--- src/rtl/iir_biquad_cascade.sv ---
// iir_biquad_cascade
// ------------------
// Cascade of NUM_SECTIONS second-order IIR sections for the composite
// encoder chroma path. Every section uses the same transposed structure:
//   v    = r1 + x            (feedback node, wraps at STATE_W)
//   r1'  = a1n*v + r2,  r2' = a2n*v
//   y    = b0*v + l1,   l1' = b1*v + l2,  l2' = b2*v
// Feedback coefficients are stored pre-negated, so their terms are added.
// Two runtime-writable coefficient banks exist (0 = NTSC, 1 = PAL). The
// active bank follows the registered pal_mode. Only the inactive bank
// accepts writes.
//
// Handshake: in_valid marks a sample on in for one cycle. There is no
// ready. A stage whose incoming valid is low holds its state and output
// and drops its own valid. out_valid marks exactly those cycles whose
// pipeline slot carries a sample. Latency is NUM_SECTIONS+1 cycles.
//
// Ports:
//   clk, rst_n  clock, asynchronous active-low reset
//   in_valid    input sample strobe
//   in          signed input sample (DATA_W)
//   pal_mode    active bank select (1 = PAL); a change flushes the filter
//   cfg_we      coefficient write strobe
//   cfg_addr    {bank, section[2:0], coef[2:0]}; coef 0..4 = b0,b1,b2,a1n,a2n
//   cfg_data    signed coefficient (COEF_W)
//   cfg_err     one-cycle pulse after a rejected write
//   out_valid   output strobe
//   out         signed, saturated filtered sample (DATA_W)
module iir_biquad_cascade #(
    parameter int DATA_W       = 8,
    parameter int STATE_W      = 11,
    parameter int COEF_W       = 12,
    parameter int A_FRAC       = 8,
    parameter int B_FRAC       = 8,
    parameter int NUM_SECTIONS = 2
) (
    input  logic                     clk,
    input  logic                     rst_n,
    input  logic                     in_valid,
    input  logic signed [DATA_W-1:0] in,
    input  logic                     pal_mode,
    input  logic                     cfg_we,
    input  logic [6:0]               cfg_addr,
    input  logic signed [COEF_W-1:0] cfg_data,
    output logic                     cfg_err,
    output logic                     out_valid,
    output logic signed [DATA_W-1:0] out
);

    localparam int PROD_W = COEF_W + STATE_W;
    localparam logic signed [PROD_W-1:0] SAT_MAX = PROD_W'((1 << (DATA_W - 1)) - 1);
    localparam logic signed [PROD_W-1:0] SAT_MIN = PROD_W'(-(1 << (DATA_W - 1)));
    localparam logic signed [COEF_W-1:0] B_ONE   = COEF_W'(1 << B_FRAC);

    // Full-width signed product of a coefficient and a state-width value.
    function automatic logic signed [PROD_W-1:0] mul(
        input logic signed [COEF_W-1:0]  c,
        input logic signed [STATE_W-1:0] v
    );
        logic signed [PROD_W-1:0] ce;
        logic signed [PROD_W-1:0] ve;
        ce = {{STATE_W{c[COEF_W-1]}}, c};
        ve = {{COEF_W{v[STATE_W-1]}}, v};
        return ce * ve;
    endfunction

    // Round half up, then arithmetic shift by n fractional bits.
    function automatic logic signed [PROD_W-1:0] red(
        input logic signed [PROD_W-1:0] p,
        input int                       n
    );
        logic signed [PROD_W-1:0] half;
        logic signed [PROD_W-1:0] sum;
        half = PROD_W'(1) << (n - 1);
        sum  = p + half;
        return sum >>> n;
    endfunction

    function automatic logic signed [DATA_W-1:0] sat(
        input logic signed [PROD_W-1:0] y
    );
        logic signed [DATA_W-1:0] r;
        if (y > SAT_MAX) begin
            r = SAT_MAX[DATA_W-1:0];
        end else if (y < SAT_MIN) begin
            r = SAT_MIN[DATA_W-1:0];
        end else begin
            r = y[DATA_W-1:0];
        end
        return r;
    endfunction

    // ---------------------------------------------------------------
    // Mode register, flush detect, coefficient banks
    // ---------------------------------------------------------------
    logic                     pal_q;
    logic                     flush;
    logic                     cfg_bank;
    logic [2:0]               cfg_sec;
    logic [2:0]               cfg_coef;
    logic                     cfg_ok;
    logic signed [COEF_W-1:0] coef_q [2][NUM_SECTIONS][5];

    assign flush    = (pal_q != pal_mode);
    assign cfg_bank = cfg_addr[6];
    assign cfg_sec  = cfg_addr[5:3];
    assign cfg_coef = cfg_addr[2:0];
    // Judged against pal_q, so a write on the mode-change edge sees the old mode.
    assign cfg_ok   = cfg_we && (cfg_bank != pal_q) && (cfg_coef <= 3'd4)
                      && ({29'd0, cfg_sec} < NUM_SECTIONS);

    always_ff @(posedge clk or negedge rst_n) begin
        if (!rst_n) begin
            pal_q   <= 1'b0;
            cfg_err <= 1'b0;
            for (int b = 0; b < 2; b++) begin
                for (int s = 0; s < NUM_SECTIONS; s++) begin
                    for (int c = 0; c < 5; c++) begin
                        coef_q[b][s][c] <= (c == 0) ? B_ONE : '0;
                    end
                end
            end
        end else begin
            pal_q   <= pal_mode;
            cfg_err <= cfg_we && !cfg_ok;
            for (int b = 0; b < 2; b++) begin
                for (int s = 0; s < NUM_SECTIONS; s++) begin
                    for (int c = 0; c < 5; c++) begin
                        if (cfg_ok && (cfg_bank == 1'(b)) && (cfg_sec == 3'(s))
                            && (cfg_coef == 3'(c))) begin
                            coef_q[b][s][c] <= cfg_data;
                        end
                    end
                end
            end
        end
    end

    // ---------------------------------------------------------------
    // Input register
    // ---------------------------------------------------------------
    logic signed [DATA_W-1:0] x_q;
    logic                     x_valid_q;

    always_ff @(posedge clk or negedge rst_n) begin
        if (!rst_n) begin
            x_q       <= '0;
            x_valid_q <= 1'b0;
        end else if (flush) begin
            x_valid_q <= 1'b0;
        end else begin
            x_valid_q <= in_valid;
            if (in_valid) begin
                x_q <= in;
            end
        end
    end

    // ---------------------------------------------------------------
    // Sections
    // ---------------------------------------------------------------
    logic signed [DATA_W-1:0] sec_y [NUM_SECTIONS];
    logic                     sec_v [NUM_SECTIONS];

    for (genvar s = 0; s < NUM_SECTIONS; s++) begin : g_sec
        logic signed [DATA_W-1:0]  x_s;
        logic                      vin_s;
        logic signed [STATE_W-1:0] r1_q, r2_q, l1_q, l2_q;
        logic signed [STATE_W-1:0] v;
        logic signed [COEF_W-1:0]  b0, b1, b2, a1n, a2n;
        logic signed [PROD_W-1:0]  y_full;
        logic signed [DATA_W-1:0]  y_q;
        logic                      vld_q;

        if (s == 0) begin : g_head
            assign x_s   = x_q;
            assign vin_s = x_valid_q;
        end else begin : g_tail
            assign x_s   = sec_y[s-1];
            assign vin_s = sec_v[s-1];
        end

        assign b0  = coef_q[pal_q][s][0];
        assign b1  = coef_q[pal_q][s][1];
        assign b2  = coef_q[pal_q][s][2];
        assign a1n = coef_q[pal_q][s][3];
        assign a2n = coef_q[pal_q][s][4];

        assign v      = r1_q + $signed({{(STATE_W-DATA_W){x_s[DATA_W-1]}}, x_s});
        assign y_full = red(mul(b0, v), B_FRAC)
                        + $signed({{(PROD_W-STATE_W){l1_q[STATE_W-1]}}, l1_q});

        always_ff @(posedge clk or negedge rst_n) begin
            if (!rst_n) begin
                r1_q  <= '0;
                r2_q  <= '0;
                l1_q  <= '0;
                l2_q  <= '0;
                y_q   <= '0;
                vld_q <= 1'b0;
            end else if (flush) begin
                // Output register is left as is; only state and valid clear.
                r1_q  <= '0;
                r2_q  <= '0;
                l1_q  <= '0;
                l2_q  <= '0;
                vld_q <= 1'b0;
            end else if (vin_s) begin
                r1_q  <= STATE_W'(red(mul(a1n, v), A_FRAC)) + r2_q;
                r2_q  <= STATE_W'(red(mul(a2n, v), A_FRAC));
                l1_q  <= STATE_W'(red(mul(b1, v), B_FRAC)) + l2_q;
                l2_q  <= STATE_W'(red(mul(b2, v), B_FRAC));
                y_q   <= sat(y_full);
                vld_q <= 1'b1;
            end else begin
                vld_q <= 1'b0;
            end
        end

        assign sec_y[s] = y_q;
        assign sec_v[s] = vld_q;
    end

    assign out       = sec_y[NUM_SECTIONS-1];
    assign out_valid = sec_v[NUM_SECTIONS-1];

endmodule
--- config.mk ---
export PLATFORM = sky130hd
export DESIGN_NAME = iir_biquad_cascade
export DESIGN_NICKNAME = d
export VERILOG_FILES = /design/src/rtl/iir_biquad_cascade.sv
export SDC_FILE = /design/constraint.sdc
export NUM_CORES = 2
export LEC_CHECK = 0
export CAP_MARGIN = 15
export CELL_PAD_IN_SITES_DETAIL_PLACEMENT = 1
export CELL_PAD_IN_SITES_GLOBAL_PLACEMENT = 2
export CORE_MARGIN = 2
export CORE_UTILIZATION = 40
export CTS_BUF_LIST = sky130_fd_sc_hd__clkbuf_8
export DETAILED_ROUTE_END_ITERATION = 10
export GPL_TIMING_DRIVEN = 1
export PLACE_DENSITY_LB_ADDON = 0.1
export SLEW_MARGIN = 20
export SYNTH_ARGS = -nofsm -noshare
export SYNTH_HDL_FRONTEND = slang
export SYNTH_SLANG_ARGS = --single-unit
--- constraint.sdc ---
create_clock -name clk -period 17.7 [get_ports clk]
set_clock_uncertainty 0.1 [all_clocks]
set_input_delay 1.77 -clock clk [delete_from_list [all_inputs] [get_ports clk]]
set_output_delay 1.77 -clock clk [all_outputs]
set_load 0.02 [all_outputs]
==> run summary <==
Sequential fraction of the synthesis area = 14.8%
Synth Flop Type = dfrtp_1
Core ar. = 150,000 µm²
GRT Util Overall = 25.3%
Synth unique cells = 81
Die Area = 154,000 µm²
Maximum root-to-sink buffer count = 3
YS warnings = 0
H-tree depth = 3
DR iter-0 viols = 1,772
Vias in the first global route = 49,100
Placed Area = 63,800 µm²
Final instance area = 65,400 µm²
Dpl hpwl = 147,000 µm
Setup bufs post-CTS = 0
IO Pins = 42
CTS tree = built
Port buffer count = 41
Hold Vio Cnt, Final = 0
Hold Path Class = register to register
Post-layout nets = 7,945
PD cells = 110 nW/µm²
Via count = 43,100
CP Capture Type = register
#FFs+latches synth = 357
Syn avg cell area = 9.57 µm²
Slew Limit Fails = 0
Syn-to-layout area delta = 8.11%
ANT nets after route = 0
Cell count after synthesis = 6,324
Post-cts resize count = 0
TritonCTS Buffers = 75
Max IR drop VDD = 105 µV
Final period util = 54.2%
CP startpoint = pal_q
Critical setup path kind = register to register
Clk sinks = 357
Tightest Pin Transition = 1.07 ns
Synth Net Count = 7,926
GRT overflow = 0
CP max-delay cell = buf_4
Setup violations, final = 0
Pwr Total = 7.22 mW
Layout cells sized above 1 = 10.1%
Async S/R FF share, synth = 100%
CP max FO = 129
Starting Density = 40.3%
Status = finished, final reports clean
Worst path max stage delay = 0.86 ns
Initial antenna violation count = 9
Detailed-route wire length = 186,000 µm
Post-synth EDFFs = 0
Critical Path AT = 10.17 ns
Die H = 393 µm
Clock latency on the worst-skew pair = 0.79 ns
Post-Syn Area = 60,500 µm²
Die width = 393 µm
Vias/cell = 5.12
Residual DRC = 0
First-pass GRT wire length = 295,000 µm
Highest clock rate = 104 MHz
Setup_tns = 0 ns
Cell mode on critical path = fa_1
Max-cap violations = 0
CTS root buf = clkbuf_8
FP Rows = 142
Clk pin slew, worst setup/hold paths = 0.06 ns
Normalized max-slew margin = 26.8%
DR WL/cell = 22.0 µm
R2r startpoint = pal_q
Worst hold slack = 0.401 ns
Hold-fix buffer count after cts = 0
CP Data Required Time = 18.27 ns
Leakage = 31.3 nW
Post-route minimum period = 9.60 ns
GPL Wtd Cong = 0.815
First drt pass iteration count = 5
CP Launch Type = register
HP Start = g_sec[0].y_q[5]
RSZ-0062 raised after global routing = no
Pin count of the biggest net entering global routing = 130
## final cells by class
cell class	instances	area, µm²
clock inverters	43	298
well taps	2016	2520
fillers	17100	84500
inverters	1211	4550
clock buffers	92	1270
flip-flops and latches	357	8940
diodes	10	25.0
repair buffers	165	1360
multi-input cells	4533	46400
## worst max-delay path, delay by kind of cell (launching register included)
family / cells / cell delay, ns
AO/OA/AOI/OAI: 7 / 1.51
multiplexers: 1 / 0.83
flip-flops: 1 / 0.80
AND/OR/NAND/NOR: 3 / 0.55
adder cells (fa/ha/maj): 7 / 3.13
XOR/XNOR: 4 / 0.85
buffers and inverters: 3 / 1.54
## worst paths after layout
kind                                      to  slack (ns)  cells past startpoint
min in group asynchronous   g_sec[0].r2_q[4]        0.86                      1
min                          g_sec[0].y_q[5]        0.40                      1
max                        g_sec[0].l1_q[10]        8.10                     25
max in group asynchronous              pal_q       13.82                      4
min reg2reg                  g_sec[0].y_q[5]        0.40                      1
max reg2reg                g_sec[0].l1_q[10]        8.10                     25
## sequential cells by signal, indices dropped and copies added, names as in the netlist
name	count
coef_q	240
g_sec.l1_q	22
g_sec.l2_q	22
g_sec.r1_q	22
g_sec.r2_q	22
g_sec.x_s	8
g_sec.y_q	8
out	8
cfg_err	1
g_sec.vin_s	1
g_sec.vld_q	1
out_valid	1
pal_q	1
## per-stage QoR
stage | setup slack [ns] | instances | util [%]
2_1_floorplan | 8.68 | 6324 | -
3_3_place_gp | 8.00 | 8282 | 42.6
3_5_place_dp | 7.91 | 8282 | 42.6
4_1_cts | 7.83 | 8417 | 43.6
5_1_grt | 7.42 | 8422 | 43.6
6_report | 8.10 | 8427 | 43.6
## power by group
| group | total [mW] | switching [mW] | internal, mW | leakage, nW |
|---|---|---|---|---|
| Combinational | 5.29 | 3.40 | 1.89 | 25.5 |
| Sequential | 0.963 | 0.0643 | 0.899 | 4.87 |
| Clock | 0.967 | 0.440 | 0.527 | 0.907 |
## routing by layer
layer	vias to the layer above	global-route usage, %	share of wire, %
met1	22800	32.7	43
li1	19500	-	-
met3	227	2.76	3.3
met2	579	45.0	51
met4	0	6.42	2.6
met5	-	0	0
## cell families (layout without fill, tap and decap cells)
group	count (synthesis)	in the layout	share of synthesized area, %
simple gates	1751	1751	12.3
fa+ha+maj	1570	1570	45.6
buf+inv	1434	1511	8.96
mux	520	520	9.33
compound gates	384	384	4.19
flops	357	357	14.8
xor+xnor	308	308	4.83
other cells	0	10	0
## Yosys cell counts (56+ instances only)
master    count  area share, %
xor2_1       67           0.97
xnor2_1     225            3.3
mux2_2      350            6.5
inv_1      1209            7.5
and2_1       87           0.90
clkbuf_1    186            1.2
fa_1       1058             35
nor2_1      729            4.5
ha_1        512             11
nand2_1     655            4.1
o21ai_0      56           0.46
dfrtp_1     353             15
nor3_1       60           0.50
a21oi_1     121            1.0
mux2i_1     170            2.8
nand2b_1     63           0.65
## cells in the final DEF, fill, tap and decap left out, types with 92 or more instances in the layout
cell type and count:
inv_1 1238, xnor2_1 213, nand2_1 655, dfrtp_1 350
buf_4 123, mux2_2 350, fa_1 1056, nor2_1 727
a21oi_1 121, ha_1 512, clkbuf_8 92, mux2i_1 170
Power figures use the tool's default switching activity.
